**config.mk**
```make
export PLATFORM = sky130hd
export DESIGN_NAME = spi_txn_arbiter
export DESIGN_NICKNAME = d
export VERILOG_FILES = /design/src/rtl/spi_txn_arbiter_pkg.sv /design/src/rtl/spi_txn_arbiter_rr_arbiter2.sv /design/src/rtl/spi_txn_arbiter.sv
export SDC_FILE = /design/constraint.sdc
export NUM_CORES = 1
export LEC_CHECK = 0
export BUFFER_PORTS_ARGS = -buffer_cell sky130_fd_sc_hd__buf_2
export CORE_MARGIN = 5
export CORE_UTILIZATION = 31
export CTS_CLUSTER_SIZE = 28
export DETAILED_ROUTE_END_ITERATION = 7
export GPL_TIMING_DRIVEN = 0
export PLACE_DENSITY_LB_ADDON = 0.08
export SYNTH_ARGS = -nofsm -noshare
export SYNTH_HDL_FRONTEND = slang
export SYNTH_SLANG_ARGS = --single-unit
```
**constraint.sdc**
```tcl
create_clock -name clk -period 2.25 [get_ports clk]
set_clock_uncertainty 0.05 [all_clocks]
set_input_delay 0.225 -clock clk [delete_from_list [all_inputs] [get_ports clk]]
set_output_delay 0.225 -clock clk [all_outputs]
set_load 0.05 [all_outputs]
```
**src/rtl/spi_txn_arbiter_pkg.sv**
```systemverilog
// Shared definitions for the two-requester SPI transaction arbiter:
// requester/byte sizing, sequencer state encoding and a one-hot helper.
package spi_txn_arbiter_pkg;

    localparam int NUM_REQ = 2;
    localparam int BYTE_W  = 8;

    typedef enum logic [2:0] {
        IDLE,
        CS_SETUP,
        LOAD,
        WAIT_DONE,
        WAIT_REL,
        GAP,
        CS_HOLD,
        FINISH
    } state_t;

    function automatic logic [NUM_REQ-1:0] req_onehot(input logic idx);
        return idx ? 2'b10 : 2'b01;
    endfunction

endpackage

```
**src/rtl/spi_txn_arbiter_rr_arbiter2.sv**
```systemverilog
// Two-way round-robin arbiter: the pointer names the favoured requester,
// and after each accepted grant it moves to the requester that lost.
module rr_arbiter2
    import spi_txn_arbiter_pkg::*;
(
    input  logic               clk,
    input  logic               rst_n,
    input  logic [NUM_REQ-1:0] i_req,
    input  logic               i_advance,
    output logic [NUM_REQ-1:0] o_gnt,
    output logic               o_idx
);

    logic r_ptr;

    always_comb begin
        o_idx = i_req[1];
        if (i_req == 2'b11) begin
            o_idx = r_ptr;
        end
        o_gnt = (i_req == 2'b00) ? 2'b00 : req_onehot(o_idx);
    end

    always_ff @(posedge clk or negedge rst_n) begin
        if (!rst_n) begin
            r_ptr <= 1'b0;
        end else if (i_advance && (i_req != 2'b00)) begin
            r_ptr <= ~o_idx;
        end
    end

endmodule

```
**src/rtl/spi_txn_arbiter.sv**
```systemverilog
// Shares one byte-wide spi_master between two requesters: arbitrates per
// transaction, frames it with cs_n setup/hold guard time and paces bytes.
module spi_txn_arbiter
    import spi_txn_arbiter_pkg::*;
#(
    parameter int LEN_W      = 4,
    parameter int CS_DELAY   = 16,
    parameter int GAP_CYCLES = 4
)
(
    input  logic                      clk,
    input  logic                      rst_n,
    input  logic [NUM_REQ-1:0]        req,
    input  logic [NUM_REQ*LEN_W-1:0]  req_len,
    input  logic [NUM_REQ*BYTE_W-1:0] tx_data,
    output logic [NUM_REQ-1:0]        grant,
    output logic [NUM_REQ-1:0]        byte_ack,
    output logic [BYTE_W-1:0]         rx_data,
    output logic [NUM_REQ-1:0]        rx_valid,
    output logic [NUM_REQ-1:0]        txn_done,
    output logic                      cs_n,
    output logic [BYTE_W-1:0]         spi_tx_data,
    output logic                      spi_start,
    input  logic [BYTE_W-1:0]         spi_rx_data,
    input  logic                      spi_done
);

    localparam int TMR_MAX = (CS_DELAY > GAP_CYCLES) ? CS_DELAY : GAP_CYCLES;
    localparam int TMR_W   = $clog2(TMR_MAX + 1);
    localparam logic [TMR_W-1:0] CS_END  = TMR_W'(CS_DELAY - 1);
    localparam logic [TMR_W-1:0] GAP_END = TMR_W'((GAP_CYCLES > 0) ? GAP_CYCLES - 1 : 0);

    state_t               r_state;
    state_t               w_next;
    logic                 r_owner;
    logic [LEN_W-1:0]     r_cnt;
    logic [TMR_W-1:0]     r_tmr;
    logic [NUM_REQ-1:0]   r_grant;
    logic                 r_cs_n;
    logic                 r_spi_start;
    logic [BYTE_W-1:0]    r_spi_tx;
    logic [BYTE_W-1:0]    r_rx_data;
    logic [NUM_REQ-1:0]   r_rx_valid;

    logic [NUM_REQ-1:0]   w_arb_gnt;
    logic                 w_arb_idx;
    logic                 w_any;
    logic [LEN_W-1:0]     w_sel_len;
    logic                 w_owner_nx;
    logic                 w_byte_in;
    logic [NUM_REQ-1:0]   w_own_oh;

    rr_arbiter2 u_rr (
        .clk       (clk),
        .rst_n     (rst_n),
        .i_req     (req),
        .i_advance (r_state == IDLE),
        .o_gnt     (w_arb_gnt),
        .o_idx     (w_arb_idx)
    );

    assign w_any      = (w_arb_gnt != 2'b00);
    assign w_sel_len  = w_arb_idx ? req_len[2*LEN_W-1:LEN_W] : req_len[LEN_W-1:0];
    assign w_owner_nx = (r_state == IDLE) ? w_arb_idx : r_owner;
    assign w_byte_in  = (r_state == WAIT_DONE) && spi_done;
    assign w_own_oh   = req_onehot(r_owner);

    always_comb begin
        w_next = r_state;
        unique case (r_state)
            IDLE:      if (w_any) w_next = (w_sel_len == '0) ? FINISH : CS_SETUP;
            CS_SETUP:  if (r_tmr == CS_END) w_next = LOAD;
            LOAD:      w_next = WAIT_DONE;
            WAIT_DONE: if (spi_done) w_next = WAIT_REL;
            WAIT_REL: begin
                if (!spi_done) begin
                    if (r_cnt == '0)          w_next = CS_HOLD;
                    else if (GAP_CYCLES == 0) w_next = LOAD;
                    else                      w_next = GAP;
                end
            end
            GAP:       if (r_tmr == GAP_END) w_next = LOAD;
            CS_HOLD:   if (r_tmr == CS_END) w_next = FINISH;
            FINISH:    w_next = IDLE;
            default:   w_next = IDLE;
        endcase
    end

    // Outputs that must be glitch-free are registered from the next state.
    always_ff @(posedge clk or negedge rst_n) begin
        if (!rst_n) begin
            r_state     <= IDLE;
            r_owner     <= 1'b0;
            r_cnt       <= '0;
            r_tmr       <= '0;
            r_grant     <= '0;
            r_cs_n      <= 1'b1;
            r_spi_start <= 1'b0;
            r_spi_tx    <= '0;
            r_rx_data   <= '0;
            r_rx_valid  <= '0;
        end else begin
            r_state <= w_next;
            if (w_next != r_state) begin
                r_tmr <= '0;
            end else if (r_state inside {CS_SETUP, GAP, CS_HOLD}) begin
                r_tmr <= r_tmr + 1'b1;
            end
            if (r_state == IDLE && w_any) begin
                r_owner <= w_arb_idx;
                r_cnt   <= w_sel_len;
            end else if (w_byte_in) begin
                r_cnt <= r_cnt - 1'b1;
            end
            r_grant     <= (w_next == IDLE) ? 2'b00 : req_onehot(w_owner_nx);
            r_cs_n      <= !(w_next inside {CS_SETUP, LOAD, WAIT_DONE, WAIT_REL, GAP, CS_HOLD});
            r_spi_start <= (w_next == WAIT_DONE);
            if (r_state == LOAD) begin
                r_spi_tx <= r_owner ? tx_data[2*BYTE_W-1:BYTE_W] : tx_data[BYTE_W-1:0];
            end
            if (w_byte_in) begin
                r_rx_data <= spi_rx_data;
            end
            r_rx_valid <= w_byte_in ? w_own_oh : 2'b00;
        end
    end

    assign grant       = r_grant;
    assign cs_n        = r_cs_n;
    assign spi_start   = r_spi_start;
    assign spi_tx_data = r_spi_tx;
    assign rx_data     = r_rx_data;
    assign rx_valid    = r_rx_valid;
    assign byte_ack    = (r_state == LOAD)   ? w_own_oh : 2'b00;
    assign txn_done    = (r_state == FINISH) ? w_own_oh : 2'b00;

endmodule

```
==> results.cfg <==
[outcome]
status = finished, violations left
violations = negative hold slack

[timing]
min_period_ns = 2.17
hold_viol_final = 25
rsz0062_at_grt = no
tns_ns = 0
tightestPinTransition_ns = 0.835
finalSetupViolations = 0
post-route-period-util_pct = 96.7
slew_headroom_pct = 43.6
worst_slack_ns = 0.0751
slew_viol_final = 0
timing.hold.ws_ns = -0.00800
max_clock_freq_mhz = 460

[finish]
area_growth_pct = 31.8
nets = 303
fillers = 594
mostFrequentLayoutCells = buf_2 (67), dfrtp_1 (35), nand2_1 (31), nor2_1 (15)
diodes = 0
design_area_um2 = 2430
layout_commonest_cell = buf_2
layout-drive-gt1-share_pct = 36.5

[die]
core_um2 = 5850
std_cell_rows = 28
die_y_um = 87.1
dieArea_um2 = 7590
die_x_um = 87.1
start_util_pct = 31.5
io_pins = 63

[yosys]
yosysUniqueCellTypes = 44
synth_edf_count = 0
ys_seq_area_share_pct = 48.9
ys_ff_latch = 36
synth_top_area_cell = dfrtp_1
ys.flop_type = dfrtp_1
synthArstFlopShare_pct = 100
synthCells = 190
netlist_area_um2 = 1840
synth_top_area_share_pct = 47.5
syn_area_per_cell_um2 = 9.70
synthTopCellsByArea = dfrtp_1 (48%), mux2i_1 (7.6%), nand2_1 (6.3%)
syn_nets = 230
yosys_warnings = 0

[worst_setup_path]
cp_common_cell = ha_2
cp.arrival_ns = 2.33
endpoint_kind = flop
cpPeakStageDelay_ns = 0.40
start_kind = flop
crit_slowest_cell = dfrtp_1
critPathBufInv = 0
required_ns = 2.41
crit_type = reg2reg
path_delay_family = simple AND/OR/NAND/NOR gates
path_cells = ha_2 > and3_1 > ha_2 > nor2b_1 > o22ai_1 > a211o_1 > mux2_4 > nor3_2
worstPathMaxFanout = 5

[global_route]
antenna_found_initial = 0
grt_pass1_vias = 1636
grt_first_pass_wirelength_um = 7780
grt_usage_pct = 13.2
grt_overflow_total = 0
grt_max_degree = 37

[power_and_ir_drop]
vdd_drop_max_mv = 0.529
total_power_uw = 3340
powerDensity_nw_per_um2 = 1380
p_leak_uw = 0.00120

[min_path]
min_path_type = in2async

[place]
place_ws_ns = -0.135
post_dp_cell_area_um2 = 2250
io_buffer_count = 62
dp_hpwl_um = 3410
gp_congestion = 0.725

[clock_network]
clkLatencyLatePin_ns = 0.28
path_clk_slew_ns = 0.07
ctsLongestPathBuffers = 2
numCtsBuffers = 5
hold_buffers = 0
cts.sinks = 36
cts.htree.levels = 2
tritoncts = built
cts-root-buf = clkbuf_8

[routing]
ant_nets = 0
dr.pass1.iters = 4
drt-vias-per-instance = 4.78
drtIter0Drc = 77
num_vias = 1615
drc = 0
wire_per_inst_um = 13.9
wirelength_um = 4710

[flow_run]
drv_cap = 0
metrics by stage:
stage          std cells  util, %
2_1_floorplan        190        -
3_3_place_gp         327     38.5
3_5_place_dp         327     38.5
4_1_cts              337     40.9
5_1_grt              338     41.5
6_report             338     41.5
sequential cells by signal (all words and copies together) (netlist names), 2 cells and up:
register and flops:
spi_tx_data 8, grant 2, rx_valid 2, rx_data 8, r_tmr 5, r_state 3
r_cnt 4
per-layer routing:
metal	vias to the layer above	wire length (µm)	track usage (%)
met4	0	63	4.60
met1	756	2160	17.1
met2	45	2160	20.6
li1	808	-	-
met5	-	0	0
met3	6	319	4.35
cell families after synthesis:
family,share of synthesized area [%]
flip-flops,48.9
AO/OA/AOI/OAI,11.3
XOR/XNOR,2.38
adder cells (fa/ha/maj),2.04
multiplexers,8.42
AND/OR/NAND/NOR,23.4
buffers and inverters,3.53
worst reg2reg max path, delay by kind of cell, from the launching register on:
kind / cells / cell delay [ns]
flip-flops: 1 / 0.40
multiplexers: 1 / 0.37
adder cells (fa/ha/maj): 2 / 0.39
AND/OR/NAND/NOR: 3 / 0.45
AO/OA/AOI/OAI: 2 / 0.44
cells in the mapped netlist, drive strengths merged, types with 2 or more instances:
library cell,instances
buf,5
o21ai,6
nor4b,2
nor3,10
ha,3
a21o,3
a21oi,15
nand2,31
nor4,3
nand3,3
clkbuf,4
or2,2
dfrtp,35
inv,7
nor2b,2
o311ai,2
mux2i,14
nor2,15
xnor2,2
nand4,3
xor2,3
nand2b,3
cell type report:
class	instances	area [µm²]	share of cell area [%]
Buffer	9	40.0	1.65
Clock buffer	7	96.3	3.97
Inverter	7	26.3	1.08
Multi-Input combinational cell	138	930	38.3
Sequential cell	36	902	37.1
Tap cell	75	93.8	3.86
Timing Repair Buffer	66	340	14.0
final timing paths:
path / start / end / slack [ns] / cells past startpoint
setup / recovery: r_tmr[0]$_DFFE_PN0P_ / r_tmr[4]$_DFFE_PN0P_ / 0.08 / 8
hold / removal: rst_n / r_cnt[2]$_DFFE_PN0P_ / -0.008 / 1
setup reg to reg: r_tmr[0]$_DFFE_PN0P_ / r_tmr[4]$_DFFE_PN0P_ / 0.08 / 8
hold reg to reg: rx_data[2]$_DFFE_PN0P_ / rx_data[2]$_DFFE_PN0P_ / 0.43 / 2
max in group asynchronous: rst_n / r_state[0]$_DFF_PN0_ / 1.64 / 1
min in group clk: spi_rx_data[5] / rx_data[5]$_DFFE_PN0P_ / 0.08 / 3
where the power goes:
group | switching (µW) | total [µW] | internal, µW
registers | 149 | 1040 | 895
clock network | 223 | 495 | 273
logic | 1210 | 1800 | 595
repair_timing:
action | 4_1_cts | 5_1_grt
gates resized for setup | 5 | 6
buffers inserted | 3 | 1
setup endpoints to repair | 9 | 8
pin swaps | 1 | 3
cloned | 0 | 0
Power figures use the tool's default switching activity.
